<file path="src/rtl/mem_copy_engine.sv">
// ROM-to-RAM copy engine with a per-word data transform (pass, bit-reverse, half-swap, interleave).
// Optional read-back verify pass is enabled by defining MEM_COPY_VERIFY_EN.
module mem_copy_engine #(
  parameter int DATA_W = 8,
  parameter int ADDR_W = 5
) (
  input  logic              clk,
  input  logic              rst,
  input  logic              start,
  input  logic [ADDR_W-1:0] first_addr,
  input  logic [ADDR_W-1:0] last_addr,
  input  logic [1:0]        mode,
  output logic [ADDR_W-1:0] rom_addr,
  output logic              rom_cs_n,
  output logic              rom_oe,
  input  logic [DATA_W-1:0] rom_data,
  output logic [ADDR_W-1:0] ram_addr,
  output logic              ram_cs_n,
  output logic              ram_oe,
  output logic              ram_we,
  output logic [DATA_W-1:0] ram_wdata,
  input  logic [DATA_W-1:0] ram_rdata,
  output logic              busy,
  output logic              done,
  output logic              err,
  output logic [ADDR_W:0]   err_cnt
);

`ifdef MEM_COPY_VERIFY_EN
  typedef enum logic [2:0] {
    S_IDLE = 3'd0,
    S_RD   = 3'd1,
    S_WR   = 3'd2,
    S_VRD  = 3'd3,
    S_VCMP = 3'd4,
    S_DONE = 3'd5
  } state_t;
`else
  typedef enum logic [2:0] {
    S_IDLE = 3'd0,
    S_RD   = 3'd1,
    S_WR   = 3'd2,
    S_DONE = 3'd5
  } state_t;
`endif

  localparam logic [ADDR_W-1:0] ADDR_ONE = {{(ADDR_W-1){1'b0}}, 1'b1};

  // Word transform selected by mode.
  function automatic logic [DATA_W-1:0] xform(input logic [1:0] m, input logic [DATA_W-1:0] d);
    logic [DATA_W-1:0] r;
    r = d;
    case (m)
      2'b00: r = d;
      2'b01: begin
        for (int i = 0; i < DATA_W; i++) begin
          r[i] = d[DATA_W-1-i];
        end
      end
      2'b10: r = {d[DATA_W/2-1:0], d[DATA_W-1:DATA_W/2]};
      2'b11: begin
        for (int k = 0; k < DATA_W/2; k++) begin
          r[DATA_W-1-2*k] = d[k];
          r[DATA_W-2-2*k] = d[DATA_W-1-k];
        end
      end
      default: r = d;
    endcase
    return r;
  endfunction

  state_t              r_state;
  state_t              w_next;
  logic [ADDR_W-1:0]   r_cur;
  logic [ADDR_W-1:0]   w_cur_next;
  logic [ADDR_W-1:0]   r_last;
  logic [1:0]          r_mode;
  logic [DATA_W-1:0]   r_wdata;
  logic                r_rom_en;
  logic                r_ram_en;
  logic                r_ram_oe;
  logic                r_ram_we;
  logic                r_busy;
  logic                r_done;

`ifdef MEM_COPY_VERIFY_EN
  logic [ADDR_W-1:0]   r_first;
  logic [DATA_W-1:0]   r_rom_q;
  logic [DATA_W-1:0]   r_ram_q;
  logic                r_err;
  logic [ADDR_W:0]     r_err_cnt;
`endif

  // Next-state and next-address decode.
  always_comb begin
    w_next     = r_state;
    w_cur_next = r_cur;
    case (r_state)
      S_IDLE: begin
        if (start) begin
          w_next     = S_RD;
          w_cur_next = first_addr;
        end else begin
          w_next     = S_IDLE;
        end
      end
      S_RD: begin
        w_next = S_WR;
      end
      S_WR: begin
        if (r_cur == r_last) begin
`ifdef MEM_COPY_VERIFY_EN
          w_next     = S_VRD;
          w_cur_next = r_first;
`else
          w_next     = S_DONE;
`endif
        end else begin
          w_next     = S_RD;
          w_cur_next = r_cur + ADDR_ONE;
        end
      end
`ifdef MEM_COPY_VERIFY_EN
      S_VRD: begin
        w_next = S_VCMP;
      end
      S_VCMP: begin
        if (r_cur == r_last) begin
          w_next = S_DONE;
        end else begin
          w_next     = S_VRD;
          w_cur_next = r_cur + ADDR_ONE;
        end
      end
`endif
      S_DONE: begin
        w_next = S_IDLE;
      end
      default: begin
        w_next = S_IDLE;
      end
    endcase
  end

  // State, address and registered memory strobes derived from the upcoming state.
  always_ff @(posedge clk or posedge rst) begin
    if (rst) begin
      r_state  <= S_IDLE;
      r_cur    <= {ADDR_W{1'b0}};
      r_rom_en <= 1'b0;
      r_ram_en <= 1'b0;
      r_ram_oe <= 1'b0;
      r_ram_we <= 1'b0;
      r_busy   <= 1'b0;
      r_done   <= 1'b0;
    end else begin
      r_state  <= w_next;
      r_cur    <= w_cur_next;
`ifdef MEM_COPY_VERIFY_EN
      r_rom_en <= (w_next == S_RD) || (w_next == S_VRD);
      r_ram_en <= (w_next == S_WR) || (w_next == S_VRD);
      r_ram_oe <= (w_next == S_VRD);
`else
      r_rom_en <= (w_next == S_RD);
      r_ram_en <= (w_next == S_WR);
      r_ram_oe <= 1'b0;
`endif
      r_ram_we <= (w_next == S_WR);
      r_busy   <= (w_next != S_IDLE);
      r_done   <= (w_next == S_DONE);
    end
  end

  // Copy parameters latched on start acceptance; write data captured at the end of RD.
  always_ff @(posedge clk or posedge rst) begin
    if (rst) begin
      r_last  <= {ADDR_W{1'b0}};
      r_mode  <= 2'b00;
      r_wdata <= {DATA_W{1'b0}};
    end else begin
      if (r_state == S_IDLE && start) begin
        r_last <= last_addr;
        r_mode <= mode;
      end
      if (r_state == S_RD) begin
        r_wdata <= xform(r_mode, rom_data);
      end
    end
  end

`ifdef MEM_COPY_VERIFY_EN
  // Read-back capture and compare; err/err_cnt cleared on each new copy.
  always_ff @(posedge clk or posedge rst) begin
    if (rst) begin
      r_first   <= {ADDR_W{1'b0}};
      r_rom_q   <= {DATA_W{1'b0}};
      r_ram_q   <= {DATA_W{1'b0}};
      r_err     <= 1'b0;
      r_err_cnt <= {(ADDR_W+1){1'b0}};
    end else begin
      if (r_state == S_IDLE && start) begin
        r_first   <= first_addr;
        r_err     <= 1'b0;
        r_err_cnt <= {(ADDR_W+1){1'b0}};
      end else if (r_state == S_VRD) begin
        r_rom_q <= xform(r_mode, rom_data);
        r_ram_q <= ram_rdata;
      end else if (r_state == S_VCMP && r_ram_q != r_rom_q) begin
        r_err <= 1'b1;
        if (r_err_cnt != {(ADDR_W+1){1'b1}}) begin
          r_err_cnt <= r_err_cnt + {{ADDR_W{1'b0}}, 1'b1};
        end
      end
    end
  end

  assign err     = r_err;
  assign err_cnt = r_err_cnt;
`else
  logic w_unused_rdata;
  assign w_unused_rdata = ^ram_rdata;
  assign err            = 1'b0;
  assign err_cnt        = {(ADDR_W+1){1'b0}};
`endif

  assign rom_addr  = r_cur;
  assign ram_addr  = r_cur;
  assign rom_cs_n  = ~r_rom_en;
  assign rom_oe    = r_rom_en;
  assign ram_cs_n  = ~r_ram_en;
  assign ram_oe    = r_ram_oe;
  assign ram_we    = r_ram_we;
  assign ram_wdata = r_wdata;
  assign busy      = r_busy;
  assign done      = r_done;

endmodule

</file>
<file path="config.mk">
export PLATFORM = sky130hd
export DESIGN_NAME = mem_copy_engine
export DESIGN_NICKNAME = d
export VERILOG_FILES = /design/src/rtl/mem_copy_engine.sv
export SDC_FILE = /design/constraint.sdc
export NUM_CORES = 1
export LEC_CHECK = 0
export CORE_AREA = 2 2 63 65
export DETAILED_ROUTE_END_ITERATION = 10
export DIE_AREA = 0 0 65 67
export PLACE_DENSITY = 0.86
export SYNTH_ARGS = -nofsm -noshare
export SYNTH_HDL_FRONTEND = slang
export SYNTH_SLANG_ARGS = --single-unit
</file>
<file path="constraint.sdc">
create_clock -name clk -period 2 [get_ports clk]
set_input_delay 0.3 -clock clk [delete_from_list [all_inputs] [get_ports clk]]
set_output_delay 0.3 -clock clk [all_outputs]
set_load 0.05 [all_outputs]
</file>
==> results.md <==
- DR DRC count: 0
- Initial antenna violation count: 0
- RePlAce Congestion: between 0.7 and 0.8
- Die Height: between 60 and 70 µm
- Cells along the critical path: clkdlybuf4s50_1
- Clock transition at path regs: 0.09 ns
- Synth cell types: 31
- Setup TNS: 0 ns
- Final setup viols: 0
- # diodes: 0
- Tcrit/Tclk final: 96.3%
- Clock Path Buffers: 2
- Yosys warnings: 0
- Post-CTS Setup Inserts: 0
- Setup crit end kind: primary output
- Leakage dissipation: just under 0.0009 µW
- Max stage delay on crit path: 0.86 ns
- DR vias/cell: ~4.8
- Crit path launch type: flop
- Type of the worst min-delay path: in2async
- CTS Hold Bufs: 0
- Maximum vdd drop: 0.554 mV
- Port bufs: between 40 and 50
- Antenna viol nets, final: 0
- WS Path Type: reg2out
- EDFF count, synth: 0
- Root buf cell: clkbuf_8
- RSZ-0062 raised after global routing: false
- Ys flop type: dfrtp_1
- Io pins: 63
- Syn Inst Count: 142
- Cell accounting for the most synthesized area: dfrtp_1
- Max-Cap Viols: 0
- Horiz. Die Dim: around 65 µm
- Number of global-route vias before repair: 1040
- Slowest CP cell: clkdlybuf4s50_1
- First DRT Iteration DRCs: between 60 and 70
- Syn-to-layout area delta: 33.0%
- R2r worst-path depth: 4
- CP required: 1.70 ns
- GRT Overall Usage: about 15%
- Starting Density: between 40% and 50%
- Final Skew: 0.00352 ns
- Share of layout cells above drive strength 1: a little over an eighth
- Outcome: complete, no violations
- Final-report max-slew violation count: 0
- Row cnt: 22
- Gr ovfl total: 0
- Min Clock Period, post-route: just under 2 ns
- Top post-synthesis cells by area: dfrtp_1 (45%), buf_4 (6.5%), mux2_2 (6.0%), mux4_2 (6.0%), nand2_1 (4.8%)
- Synthesized flop and latch total: 27
- Critical path depth in cells: 1
- Worst path buffer plus inverter count: 1
- Wire per inst: ~12 µm
- Post-Synthesis Cell Area: 1490 µm²
- Pwr/cell area: ~1900 nW/µm²
- DR vias: 1103
- Die Area: roughly 4400 µm²
- CTS resizes: 0
- Clock Latency Late Sink: roughly 0.27 ns
- Yosys top cell area share: between 40% and 50%
- Worst slew margin: approximately two thirds
- Fin. Hold Viols: 0
- DP HPWL: 2170 µm
- Largest net degree at the start of global routing: 28
- Worst slew pin tran: 0.512 ns
- Max Fclk: between 0.5 and 0.6 GHz
- CTS tree: yes
- Core area: roughly 3600 µm²
- Critical path arrival: between 1.5 and 2 ns
- Nets: between 200 and 250
- Sink Count: 27
- Async set-reset flop share out of synthesis: 100%
- Hold_ws: slightly below 0.4 ns
- CTS buffer count: 3
- Drt pass-1 iters: 6
- Top delay family on crit path: buffers and inverters
- DRT Wirelength: 2850 µm
- Register area share after synthesis: 45.2%
- Crit path max fanout: 8
- Post-Syn Area per Cell: 10.5 µm²
- H-tree Lvls: 1
- First-pass GRT wire length: about 5000 µm
## metal layers
layer | vias up | part of all wire, % | GRT usage, %
met2 | 29 | 49 | 24.1
met1 | 521 | 44 | 19.1
met5 | - | 0 | 0
met3 | 4 | 4.6 | 1.86
li1 | 549 | - | -
met4 | 0 | 2.0 | 6.38
## cells in the mapped netlist, drive strengths merged (2+ instances only)
library cell	n
a21oi	4
a22oi	3
and3	2
buf	17
dfrtp	27
inv	9
mux2	9
mux2i	4
mux4	4
nand2	19
nand3	7
nor2	9
o211ai	4
o21ai	7
xnor2	5
## layout by cell type, fill, tap and decap left out, types with 2 or more instances in the layout
cell type        count
clkbuf_8             3
o21ai_0              6
inv_1                9
nand2_1             19
o211ai_1             4
conb_1               8
a22oi_1              3
mux2i_1              4
nand3_1              6
buf_4                3
mux4_2               4
dfrtp_1             27
mux2_2               8
clkdlybuf4s50_1     46
nor2_1               9
and3_1               2
xnor2_1              5
a21oi_1              4
## final timing paths
| kind | endpoint | slack, ns | start |
|---|---|---|---|
| max in group asynchronous | ram_addr[0] | 1.35 | rst |
| setup reg to reg | ram_addr[1] | 0.44 | ram_addr[1] |
| hold reg to reg | ram_wdata[4] | 0.49 | ram_wdata[4] |
| min in group clk | ram_wdata[4] | 0.49 | ram_wdata[4] |
| setup / recovery | ram_addr[2] | 0.07 | ram_addr[2] |
| hold / removal | busy | 0.39 | rst |
## cell type report
class | instances | area [µm²]
clock buffers | 4 | 45.0
fillers | 314 | 1620
inverters | 10 | 42.5
multi-input cells | 94 | 681
flip-flops and latches | 27 | 676
well taps | 48 | 60.1
repair buffers | 49 | 483
## registers in the layout (all words and copies together) (netlist names)
register   cells
busy           1
ram_wdata      8
r_mode         2
r_last         5
r_state        3
ram_addr       5
ram_we         1
rom_oe         1
done           1
## power by group
part           total, µW  internal, µW  switching (µW)
registers           1100           800             300
clock network        301           142             159
logic               2360           957            1400
## kinds of logic after synthesis
kind of cell	Yosys count	share of synthesized area, %
fa+ha+maj	1	0.837
mux	17	15.7
buf+inv	28	11.0
simple gates	42	14.7
flops	27	45.2
compound gates	21	9.30
other cells	1	0.251
xor+xnor	5	2.93
## stage by stage
stage	worst slack, ns	util [%]	cells	power, µW	area (µm²)
after CTS	0.0663	55.1	232	3800	1990
after detailed placement	0.148	53.9	228	3490	1940
after global routing	0.0136	55.1	232	4020	1990
after global placement	0.180	53.9	228	3440	1940
after floorplan	0.278	-	149	2890	1520
final	0.0735	55.1	232	3760	1990
No activity file was read; power rests on OpenSTA's default activity.
